$ cat src/rtl/rv32i_types.sv
// Shared types for the RV32I front end.
//   fetch_pkt_t  : one fetched {pc, instr} pair, as produced by fetch and
//                  consumed by decode.
//   drop_state_e : tracks whether a wrong-path I-cache response is still due
//                  after a redirect.
package rv32i_types;

  typedef struct packed {
    logic [31:0] pc;
    logic [31:0] instr;
  } fetch_pkt_t;

  typedef enum logic {
    DROP_IDLE = 1'b0,
    DROP_WAIT = 1'b1
  } drop_state_e;

endpackage

$ cat src/rtl/iq_ram.sv
// Storage array for the instruction queue: DEPTH entries of fetch_pkt_t,
// one synchronous write port and one combinational read port.
// Ports:
//   clk_i    clock
//   rst_ni   asynchronous reset, active-low; clears every entry
//   we_i     write enable
//   waddr_i  write index
//   wdata_i  packet to store
//   raddr_i  read index
//   rdata_o  packet at raddr_i (combinational)
module iq_ram
  import rv32i_types::*;
#(
  parameter int DEPTH = 8,
  localparam int AW = $clog2(DEPTH)
) (
  input  logic          clk_i,
  input  logic          rst_ni,
  input  logic          we_i,
  input  logic [AW-1:0] waddr_i,
  input  fetch_pkt_t    wdata_i,
  input  logic [AW-1:0] raddr_i,
  output fetch_pkt_t    rdata_o
);

  fetch_pkt_t mem_q [DEPTH];

  // Entry storage; cleared on reset so the read port never shows stale data.
  always_ff @(posedge clk_i or negedge rst_ni) begin
    if (!rst_ni) begin
      for (int i = 0; i < DEPTH; i++) begin
        mem_q[i] <= '0;
      end
    end else if (we_i) begin
      mem_q[waddr_i] <= wdata_i;
    end
  end

  assign rdata_o = mem_q[raddr_i];

endmodule

$ cat src/rtl/instr_queue.sv
// Decoupling FIFO between fetch and decode. Captures each {pc, instr}
// returned by the I-cache, presents them in order through valid/ready,
// asks fetch to freeze when nearly full, and discards queued plus
// wrong-path in-flight words on a redirect.
// Ports:
//   clk, rst (async, active-low)
//   flush              branch redirect; empties the queue
//   imem_busy          I-cache request outstanding
//   imem_resp          imem_rdata/resp_pc valid
//   freeze             to fetch: hold pc, no new request
//   iq_valid/iq_pc/iq_instr/iq_ready   head handshake to decode
//   iq_count           occupancy 0..DEPTH
//   iq_overflow        sticky: a response arrived while full
module instr_queue
  import rv32i_types::*;
#(
  parameter int DEPTH = 8,
  parameter int SKID  = 2
) (
  input  logic                     clk,
  input  logic                     rst,
  input  logic                     flush,
  input  logic                     imem_busy,
  input  logic                     imem_resp,
  input  logic [31:0]              imem_rdata,
  input  logic [31:0]              resp_pc,
  output logic                     freeze,
  output logic                     iq_valid,
  output logic [31:0]              iq_pc,
  output logic [31:0]              iq_instr,
  input  logic                     iq_ready,
  output logic [$clog2(DEPTH):0]   iq_count,
  output logic                     iq_overflow
);

  localparam int PTR_W = $clog2(DEPTH);
  localparam logic [PTR_W-1:0] PTR_ONE  = {{(PTR_W-1){1'b0}}, 1'b1};
  localparam logic [PTR_W:0]   CNT_ONE  = {{PTR_W{1'b0}}, 1'b1};
  localparam logic [PTR_W:0]   FULL_CNT = (PTR_W+1)'(DEPTH);
  localparam logic [PTR_W:0]   FRZ_CNT  = (PTR_W+1)'(DEPTH - SKID);

  logic [PTR_W-1:0] head_q, head_d;
  logic [PTR_W-1:0] tail_q, tail_d;
  logic [PTR_W:0]   count_q, count_d;
  logic             ovf_q, ovf_d;
  drop_state_e      drop_q;

  logic        full_s;
  logic        accept_s;
  logic        enq_s;
  logic        deq_s;
  fetch_pkt_t  wr_pkt_s;
  fetch_pkt_t  rd_pkt_s;

  assign full_s   = (count_q == FULL_CNT);
  // A response is a candidate for storage unless it is a known wrong-path word.
  assign accept_s = imem_resp & (drop_q == DROP_IDLE) & ~flush;
  assign deq_s    = iq_valid & iq_ready;
  // Full only blocks the write when the head is not leaving in the same cycle.
  assign enq_s    = accept_s & (~full_s | deq_s);

  assign wr_pkt_s = '{pc: resp_pc, instr: imem_rdata};

  iq_ram #(.DEPTH(DEPTH)) u_ram (
    .clk_i   (clk),
    .rst_ni  (rst),
    .we_i    (enq_s),
    .waddr_i (tail_q),
    .wdata_i (wr_pkt_s),
    .raddr_i (head_q),
    .rdata_o (rd_pkt_s)
  );

  // Pointer, occupancy and overflow next-state; flush overrides everything.
  always_comb begin
    head_d  = head_q;
    tail_d  = tail_q;
    count_d = count_q;
    ovf_d   = ovf_q | (accept_s & full_s & ~deq_s);
    if (flush) begin
      head_d  = '0;
      tail_d  = '0;
      count_d = '0;
    end else begin
      if (enq_s) begin
        tail_d = tail_q + PTR_ONE;
      end else begin
        tail_d = tail_q;
      end
      if (deq_s) begin
        head_d = head_q + PTR_ONE;
      end else begin
        head_d = head_q;
      end
      case ({enq_s, deq_s})
        2'b10:   count_d = count_q + CNT_ONE;
        2'b01:   count_d = count_q - CNT_ONE;
        default: count_d = count_q;
      endcase
    end
  end

  // Queue state registers.
  always_ff @(posedge clk or negedge rst) begin
    if (!rst) begin
      head_q  <= '0;
      tail_q  <= '0;
      count_q <= '0;
      ovf_q   <= 1'b0;
    end else begin
      head_q  <= head_d;
      tail_q  <= tail_d;
      count_q <= count_d;
      ovf_q   <= ovf_d;
    end
  end

  // Wrong-path tracker: after a redirect with a request still in flight, the
  // next response belongs to the old path and must be thrown away.
  always_ff @(posedge clk or negedge rst) begin
    if (!rst) begin
      drop_q <= DROP_IDLE;
    end else begin
      case (drop_q)
        DROP_IDLE: begin
          if (flush && imem_busy && !imem_resp) begin
            drop_q <= DROP_WAIT;
          end
        end
        DROP_WAIT: begin
          if (imem_resp) begin
            drop_q <= DROP_IDLE;
          end
        end
        default: drop_q <= DROP_IDLE;
      endcase
    end
  end

  assign iq_valid    = (count_q != '0);
  assign iq_pc       = iq_valid ? rd_pkt_s.pc    : 32'h0000_0000;
  assign iq_instr    = iq_valid ? rd_pkt_s.instr : 32'h0000_0000;
  assign iq_count    = count_q;
  assign freeze      = (count_q >= FRZ_CNT);
  assign iq_overflow = ovf_q;

endmodule

$ cat config.mk
export PLATFORM = sky130hd
export DESIGN_NAME = instr_queue
export DESIGN_NICKNAME = d
export VERILOG_FILES = /design/src/rtl/rv32i_types.sv /design/src/rtl/iq_ram.sv /design/src/rtl/instr_queue.sv
export SDC_FILE = /design/constraint.sdc
export NUM_CORES = 1
export LEC_CHECK = 0
export ABC_AREA = 1
export BUFFER_PORTS_ARGS = -buffer_cell sky130_fd_sc_hd__buf_2
export CAP_MARGIN = 20
export CORE_MARGIN = 2
export CORE_UTILIZATION = 40
export CTS_BUF_LIST = sky130_fd_sc_hd__clkbuf_4 sky130_fd_sc_hd__clkbuf_8 sky130_fd_sc_hd__clkbuf_16
export CTS_CLUSTER_DIAMETER = 120
export DETAILED_ROUTE_END_ITERATION = 8
export PLACE_DENSITY = 0.61
export SLEW_MARGIN = 20
export SYNTH_ARGS = -nofsm -noshare
export SYNTH_HDL_FRONTEND = slang
export SYNTH_SLANG_ARGS = --single-unit
export TNS_END_PERCENT = 30
$ cat constraint.sdc
create_clock -name clk -period 2.28 [get_ports clk]
set_input_delay 0.456 -clock clk [delete_from_list [all_inputs] [get_ports clk]]
set_output_delay 0.456 -clock clk [all_outputs]
set_load 0.05 [all_outputs]
# --- After elaboration in Yosys (flattened, before gate mapping) ---
# Index checks and enable logic that the tools add are counted.
classes:
  n_reduce_logical: 8
  muxes: 17
  div: 0
  add_sub_neg: 4
  n_lt_le_gt_ge: 4
  eq_ne: 3
  multipliers: 0
  shifts: 0
  bitwise_logic: 14
op_table:
  columns: ["operator", "n"]
  rows:
  - ["512-bit bitwise mux", 1]
  - ["64-bit binary-select mux with 3-bit select", 1]
  - ["64-bit demux with 3-bit select", 1]
  - ["64-bit two-way mux", 3]
  - ["32-bit two-way mux", 2]
  - ["3-bit two-way mux", 4]
  - ["4-bit greater-or-equal comparator, second input constant", 2]
  - ["3-bit inverter with 4-bit output", 2]
  - ["4-bit one-hot mux with 2 select lines", 1]
  - ["3-bit by 1-bit adder with 3-bit output, second input constant", 2]
  - ["1-bit bitwise AND", 6]
  - ["4-bit by 1-bit adder with 4-bit output, second input constant", 1]
  - ["4-bit equality test, second input constant", 1]
  - ["4-bit by 3-bit greater-or-equal comparator with 1-bit output, second input constant", 1]
  - ["4-bit by 1-bit < comparator with 1-bit output, second input constant", 1]
  - ["4-bit two-way mux", 1]
  - ["1-bit inverter", 4]
  - ["2-bit nonzero test", 2]
  - ["4-bit nonzero test", 1]
  - ["4-bit by 1-bit subtractor with 4-bit output, second input constant", 1]
  - ["1-bit logical AND", 3]
  - ["3-bit nonzero test", 1]
  - ["2-bit by 1-bit equality test with 1-bit output, second input constant", 1]
  - ["2-bit equality test, second input constant", 1]
  - ["other kinds (4)", 6]
totals:
  output_inout_bits: 71
  input_bits: 70
  ramBits: 0
  latch_bits: 0
  mem_bits_ro: 0
  ff_bits: 524
  mem_count: 0

# --- Depth between registers and ports, before layout ---
# Gate-level depths: netlist of run 1.
logic_depth:
  word_depth: 7
  mapped_depth: 14

# --- Cells and area by module ---
# From an unflattened synthesis of run 1, not the netlist that was laid out.
hier_totals:
  cells_unflattened: 3652
  hier_area_um2: 26176.4
modules_own_cells:
  columns: ["mod", "seq_area_each_um2", "cells_each", "area_each_um2", "instances"]
  rows:
  - ["iq_ram", 12812.3, 3430, 24957.7, 1]
  - ["instr_queue", 300.3, 222, 1218.7, 1]

# --- Least setup slack after synthesis of run 1 ---
# Ideal clock, no wire load.
synth_path:
  path_kind: "flip-flop to output port"
  from: "register count_q[3], in the netlist iq_count[3]"
  to: "output iq_instr[22]"
  arrival_ps: 2534
  required_time_ps: 1824
  path_stages_with_launch: 7
  n_path_buf: 2
  slack_ps: -710
  path_cell_list: "dfrtp_1 -> nor2_1 -> nand2_1 -> buf_2 -> clkbuf_1 -> o21ai_0 -> nor2_1"
synth_via:
  elab_chain_len: 2
synth_rtl:
  columns: ["item", "line_no", "rtl"]
  rows:
  - ["start: declaration", "instr_queue.sv:44", "logic [PTR_W:0] count_q, count_d;"]
  - ["start signal: assignment", "instr_queue.sv:113", "count_q <= count_d;"]
  - ["4-bit nonzero test", "instr_queue.sv:140", "assign iq_valid = (count_q != '0);"]
  - ["via iq_valid", "instr_queue.sv:28", "output logic iq_valid,"]
  - ["32-bit two-way mux", "instr_queue.sv:142", "assign iq_instr = iq_valid ? rd_pkt_s.instr : 32'h0000_0000;"]
  - ["end: declaration", "instr_queue.sv:30", "output logic [31:0] iq_instr,"]
# The timed path passes the listed nets, and every way through them passes these cells.

# --- Worst setup path after layout of run 1 ---
layout_path:
  from: "register head_q[0]"
  to: "output iq_instr[23]"
layout_via:
  elab_chain_len: 5
layout_rtl:
  columns: ["item", "line_no", "rtl"]
  rows:
  - ["start: declaration", "instr_queue.sv:42", "logic [PTR_W-1:0] head_q, head_d;"]
  - ["start signal: assignment", "instr_queue.sv:106", "head_q <= '0;"]
  - ["start signal: assignment", "instr_queue.sv:111", "head_q <= head_d;"]
  - ["3-bit inverter with 4-bit output (not written as such)", "iq_ram.sv:39", "assign rdata_o = mem_q[raddr_i];"]
  - ["64-bit binary-select mux with 3-bit select", "iq_ram.sv:39", null]
  - ["64-bit two-way mux (not written as such) (2 in a row)", "iq_ram.sv:39", null]
  - ["32-bit two-way mux", "instr_queue.sv:142", null]
# Every way passes these cells. The select of a mux whose other input is x is not followed.

==> impl_results.md, run 1 <==
- Status: finished with violations
- Failing checks: setup timing
- RSZ-0062 raised after global routing: true
- #FFs+latches synth: 524
- Sequential share of the synthesized area: 55.3%
- DPL Wire Length: 38000 µm
- Area Growth Syn to Fin: 20.8%
- CP Launch Type: flip-flop
- TNS Setup: -32660 ps
- Antenna Nets Post-Route: 0
- Core area: 58800 µm²
- Post-Syn Area per Cell: 8.62 µm²
- Post-synthesis cell type count: 30
- Die X: 247 µm
- Dpl cell area: 25700 µm²
- Gr usage total: 21.9%
- Clock root buffer: clkbuf_16
- Synth Area in Compound Gates: 21.2%
- NumNets Final: 2902
- Period utilization: 128%
- Total design power: 39.0 mW
- Rel. slew slack: 67.6%
- Worst slew pin tran: 486 ps
- Largest family of logic cells by synthesized area: compound AO/OA/AOI/OAI gates
- Syn Nets: 2824
- Die Span Y: 247 µm
- Initial Util: 40.3%
- Highest clock rate: 341 MHz
- Switching portion of total power: 40.1%
- H-Tree Depth: 2
- Worst skew pair latency: 610 ps
- Fraction of layout cells with a size suffix above 1: 17.0%
- DRT iter0 DRCs: 1839
- Drt drc: 0
- CP max FO: 8
- Grt total ovfl: 0
- Internal cell power: 23.4 mW
- Final setup vio count: 64
- Post-route insts no fill: 3640
- Post-Synth Simple-Gate Area: 17.2%
- Slew Limit Fails: 0
- Critical path endpoint category: primary output
- Global placer's final weighted congestion: 0.819
- Tmin final: 2930 ps
- Setup ws final: -649 ps
- Comb pwr share: 44.5%
- Drt total wl: 68600 µm
- Pre-CTS setup slack: -36.0 ps
- Largest net degree at the start of global routing: 97
- Synth Instances: 2750
- Clock Skews: 18.0 ps
- XOR/XNOR share of the synthesized area: 0.0739%
- Reg power frac: 32.6%
- Cell Pwr Density: 1360 nW/µm²
- Clk pwr share: 22.9%
- CTS Buf Count: 53
- # fillers: 5499
- Yosys warning count: 0
- Vias per cell: 5.48
- Proportion of synthesized area in mux cells: 0%
- Io pins: 141
- Adder-cell share of the synthesized area: 0.211%
- Via count: 19963
- Synth Cell Area: 23700 µm²
- Drt wl/cell: 18.9 µm
- First-pass GRT wire length: 107000 µm
- Leakage: 13.3 nW
- TritonCTS sink count: 524
- Clk buf depth: 3
- Placed Cells: 3527
- VDD IR max: 0.000771 V
- Final Hold Fails: 0
- Clk slew on worst S/H paths: 60 ps
- Max Cap Viol: 0
- DR pass1 iterations: 6
- CTS tree: built
- Post-Layout Inst Area: 28600 µm²
- Worst Hold Class: in2reg
- Die Footprint: 61200 µm²
- Switching Power: 15.7 mW
- Initial antenna violation count: 0
- Port bufs: 140
- WS Path Type: reg2out
- Data required, critical path: 1820 ps
- FP Rows: 89
- CP arrival: 2470 ps
- Vias in the first global route: 19523
power groups by stage:
stage               combinational [mW]  clock [mW]  sequential, mW
detailed placement                15.0           0            12.8
CTS                               16.3        9.10            12.7
floorplan                         10.9           0            12.6
global route                      18.8        9.48            13.0
finish                            17.4        8.94            12.7
global placement                  14.8           0            12.7
cell families (layout without fill, tap and decap cells):
family / count (synthesis) / after routing
DFF: 524 / 524
and+or+nand+nor: 1072 / 1072
xor gates and xnor gates: 2 / 2
other: 0 / 1
AOI/OAI and AO/OA: 846 / 846
buffers and inverters: 302 / 418
adders and majority gates: 4 / 4
layout make-up:
type,instances,area [µm²],area share [%]
well taps,773,967,3.38
flip-flops and latches,524,13100,45.8
diodes,1,2.50,0.00874
inverters,85,334,1.17
multi-input cells,1924,9640,33.6
clock inverters,11,111,0.389
repair buffers,239,2780,9.69
repair inverters,1,8.76,0.0306
clock buffers,82,1680,5.86
timing repair:
item                                    in CTS  in global routing
pin swaps                                    5                 24
cloned                                       2                 11
hold buffers                                 2                  0
hold endpoints to repair                    27                  0
gates resized for setup                    134                 97
buffers inserted                             0                  4
endpoints found under the setup margin      65                 65
cell usage in the layout (no fill, tap or decap), drive strengths merged:
cell type | netlist | final
a21oi | 3 | 3
buf | 164 | 228
bufinv | 0 | 2
clkbuf | 53 | 91
clkinv | 0 | 8
clkinvlp | 0 | 1
dfrtp | 524 | 524
diode | 0 | 1
dlygate4sd3 | 0 | 2
ha | 4 | 4
inv | 85 | 86
nand2 | 535 | 535
nand3 | 6 | 6
nand3b | 2 | 2
nand4 | 8 | 8
nor2 | 521 | 521
o21a | 1 | 1
o21ai | 711 | 711
o21bai | 1 | 1
o22ai | 2 | 2
o32ai | 128 | 128
xnor2 | 1 | 1
xor2 | 1 | 1
routing by layer:
layer,vias to the layer above,global-route usage [%],wire length [µm]
li1,9354,-,-
met1,9846,30.3,30700
met2,650,35.7,32400
met4,0,6.50,1600
met5,-,0,0
met3,113,3.40,3990
registers in the layout, summed over array words and instances (netlist names):
register and count:
iq_count 4, u_ram.mem_q 512, tail_q 3, iq_overflow 1
drop_q 1, head_q 3
worst max-delay path, stage by stage, from the launching register on:
cell       delay (ps)
dfrtp_4           590
buf_12            170
clkbuf_16         160
clkbuf_16         160
o21ai_0           200
o32ai_1           110
o21ai_1           220
nor2_4             60
buf_4             190
metrics by stage:
step	utilization, %	hold slack, ps
CTS	47.6	70.2
global route	48.7	102
finish	48.7	99.9
floorplan	-	160
detailed placement	43.8	388
global placement	43.8	387
cells in the mapped netlist, drive strengths merged:
| cell | number | area [µm²] |
|---|---|---|
| o21ai | 711 | 3560 |
| nand2 | 535 | 2020 |
| dfrtp | 524 | 13100 |
| nor2 | 521 | 1960 |
| buf | 164 | 903 |
| o32ai | 128 | 1420 |
| inv | 85 | 322 |
| clkbuf | 53 | 199 |
| nand4 | 8 | 50.1 |
| nand3 | 6 | 35.0 |
| ha | 4 | 50.1 |
| a21oi | 3 | 18.8 |
| nand3b | 2 | 15.0 |
| o22ai | 2 | 12.5 |
| o21a | 1 | 7.51 |
| o21bai | 1 | 7.51 |
| xnor2 | 1 | 8.76 |
| xor2 | 1 | 8.76 |
final timing paths:
path / slack (ps) / to / startpoint / depth (start not counted)
max: -650 / iq_instr[23] / head_q[0]$_DFFE_PN0P_ / 8
min: 100 / drop_q$_DFF_PN0_ / imem_busy / 3
max reg2reg: 310 / iq_count[3]$_DFFE_PN0P_ / iq_count[1]$_DFFE_PN0P_ / 12
min reg2reg: 480 / u_ram.mem_q[75]$_DFFE_PN0P_ / u_ram.mem_q[75]$_DFFE_PN0P_ / 2
max in group asynchronous: 960 / u_ram.mem_q[359]$_DFFE_PN0P_ / rst / 4
min in group asynchronous: 350 / u_ram.mem_q[123]$_DFFE_PN0P_ / rst / 2
(Power assumes the default switching activity.)
==> run 2, diff against run 1 <==
Settings changed: ABC_CLOCK_PERIOD_IN_PS set to 2280, PLACE_DENSITY 0.61 to 0.63.
==> run 2 against run 1 <==
Against the previous run: the flow still finishes with violations (setup timing); critical path depth unchanged; highest routed layer is now met5; critical endpoint is now iq_instr[17]; critical path type unchanged; hold slack got worse by 6.8 ps; largest cell class unchanged; clock skew is essentially flat.
==> impl_results.md, run 2 (synthesis gave the netlist of run 1 again) <==
- Max FFs per register: 512 (unchanged)
- Leakage: 13.7 nW (+2.5%)
- Data required, critical path: 1820 ps (about the same)
- Area Growth Syn to Fin: 23.7%
- DRT iter0 DRCs: 1902 (+3.4%)
- H-Tree Depth: 2 (unchanged)
- Biggest register: u_ram.mem_q
- WS Path Type: reg2out
- VDD IR max: 0.000713 V (-7.5%)
- Depth of the worst hold-timing path: 3 (unchanged)
- FF-to-FF Start: iq_count[1]$_DFFE_PN0P_
- Cell Pwr Density: 1380 nW/µm² (+1.3%)
- Slew Limit Fails: 0 (unchanged)
- Dpl cell area: 25900 µm² (+0.56%)
- NumNets Final: 2931 (+1.0%)
- Worst Hold Class: in2reg
- Largest net degree at the start of global routing: 75 (-23%)
- Core area: 58800 µm² (unchanged)
- N_diodes: 0 (-1)
- Vias in the first global route: 19770 (+1.3%)
- Via count: 20335 (+1.9%)
- Antenna Nets Post-Route: 0 (unchanged)
- Tmin final: 2850 ps (-78.3 ps)
- Worst skew pair latency: 610 ps (about the same)
- First-pass GRT wire length: 108000 µm (+0.72%)
- Global placer's final weighted congestion: 0.801 (-2.1%)
- CP arrival: 2390 ps (-80 ps)
- Drt wl/cell: 19.0 µm (+0.76%)
- Status: finished with violations
- Grt total ovfl: 0 (unchanged)
- CTS Buf Count: 54 (+1.9%)
- Period utilization: 125% (-3.4 points)
- Die X: 247 µm (unchanged)
- Initial Util: 40.3% (unchanged)
- FP Rows: 89 (unchanged)
- RSZ-0062 raised after global routing: true
- Hold EP: drop_q$_DFF_PN0_
- TritonCTS sink count: 524 (unchanged)
- Worst Reg2Reg Path Length in Cells: 12 (unchanged)
- CTS tree: built
- Failing checks: setup timing
- Worst slew pin tran: 506 ps (+19.9 ps)
- Setup slack, reg-to-reg: 400 ps (+90 ps)
- Post-Layout Inst Area: 29300 µm² (+2.4%)
- Drt drc: 0 (unchanged)
- Clock Skews: 18.2 ps (+0.164 ps)
- Die Span Y: 247 µm (unchanged)
- Commonest cells after routing, fill and taps aside: nand2_1 (533), dfrtp_1 (517), o21ai_0 (491), nor2_1 (444), o21ai_1 (218)
- Port bufs: 140 (unchanged)
- TNS Setup: -31400 ps (+1260 ps)
- Rel. slew slack: 66.3% (-1.3 points)
- Final Hold Fails: 0 (unchanged)
- Clk slew on worst S/H paths: 60 ps (about the same)
- Clk buf depth: 3 (unchanged)
- Final setup vio count: 64 (unchanged)
- DPL Wire Length: 38100 µm (about the same)
- Clock root buffer: clkbuf_16
- CP max FO: 7 (-1)
- Reg2reg end: iq_count[3]$_DFFE_PN0P_
- Drt total wl: 69800 µm (+1.7%)
- Commonest non-fill, non-tap cell in the layout: nand2_1
- Io pins: 141 (unchanged)
- Highest clock rate: 351 MHz (+2.7%)
- Fraction of layout cells with a size suffix above 1: 18.6% (+1.6 points)
- Hold_sp: imem_busy
- Setup ws final: -571 ps (+78.3 ps)
- CP Launch Type: flip-flop
- Gr usage total: 22.2% (+0.24 points)
- Critical path endpoint category: primary output
- CP startpoint: head_q[0]$_DFFE_PN0P_
- Max Cap Viol: 0 (unchanged)
- Die Footprint: 61200 µm² (unchanged)
- Initial antenna violation count: 1 (+1)
- DR pass1 iterations: 5 (-1)
- Vias per cell: 5.54 (+0.95%)
## run 2: final cells by class
class	count	area, µm²
tap	773	967
fill	5410	29500
clock inverter	13	165
timing repair buffer	266	3200
timing repair inverter	2	27.5
clock buffer	86	1740
inverter	85	348
sequential	524	13100
multi-input combinational	1924	9740
## run 2: routing by layer
metal / global-route usage, % / share of wire (%)
met4: 7.27 / 2.8
met1: 30.3 / 44
met2: 36.1 / 47
met5: 0 / 0.019
met3: 3.51 / 5.6
## run 2: worst max-delay path, cell delays in order, from the launching register on
cell,delay [ps]
dfrtp_4,520
buf_12,160
inv_8,110
buf_4,140
nor2_1,50
o32ai_2,210
o21ai_1,100
nor2_2,280
buf_6,210
## run 2: power by group
part / switching (mW) / internal (mW)
Sequential: 1.30 / 11.5
Combinational: 11.0 / 7.30
Clock: 3.70 / 5.67
## run 2: timing repair
item,4_1_cts,5_1_grt
pin swaps,14,32
gates cloned,9,7
resized for setup,198,87
setup buffers,9,9
endpoints found under the hold margin,31,0
hold buffers,2,0
setup endpoints to repair,65,65
## run 2: per-stage QoR
step | total power [mW] | instances | worst slack (ps) | utilization (%) | hold slack [ps]
after floorplan | 23.5 | 2750 | -92.0 | - | 160
after global placement | 27.6 | 3539 | -13.9 | 44.0 | 437
after detailed placement | 28.0 | 3539 | -40.6 | 44.0 | 422
after CTS | 39.6 | 3658 | -608 | 48.9 | 65.0
after global routing | 42.6 | 3673 | -655 | 49.9 | 124
final | 40.5 | 3673 | -571 | 49.9 | 93.1
## run 2: worst max-delay path by stage
stage,to,slack (ps)
floorplan,iq_pc[11],-90
global placement,iq_pc[17],-10
detailed placement,iq_instr[31],-40
CTS,iq_pc[21],-610
global route,iq_pc[9],-650
finish,iq_instr[17],-570
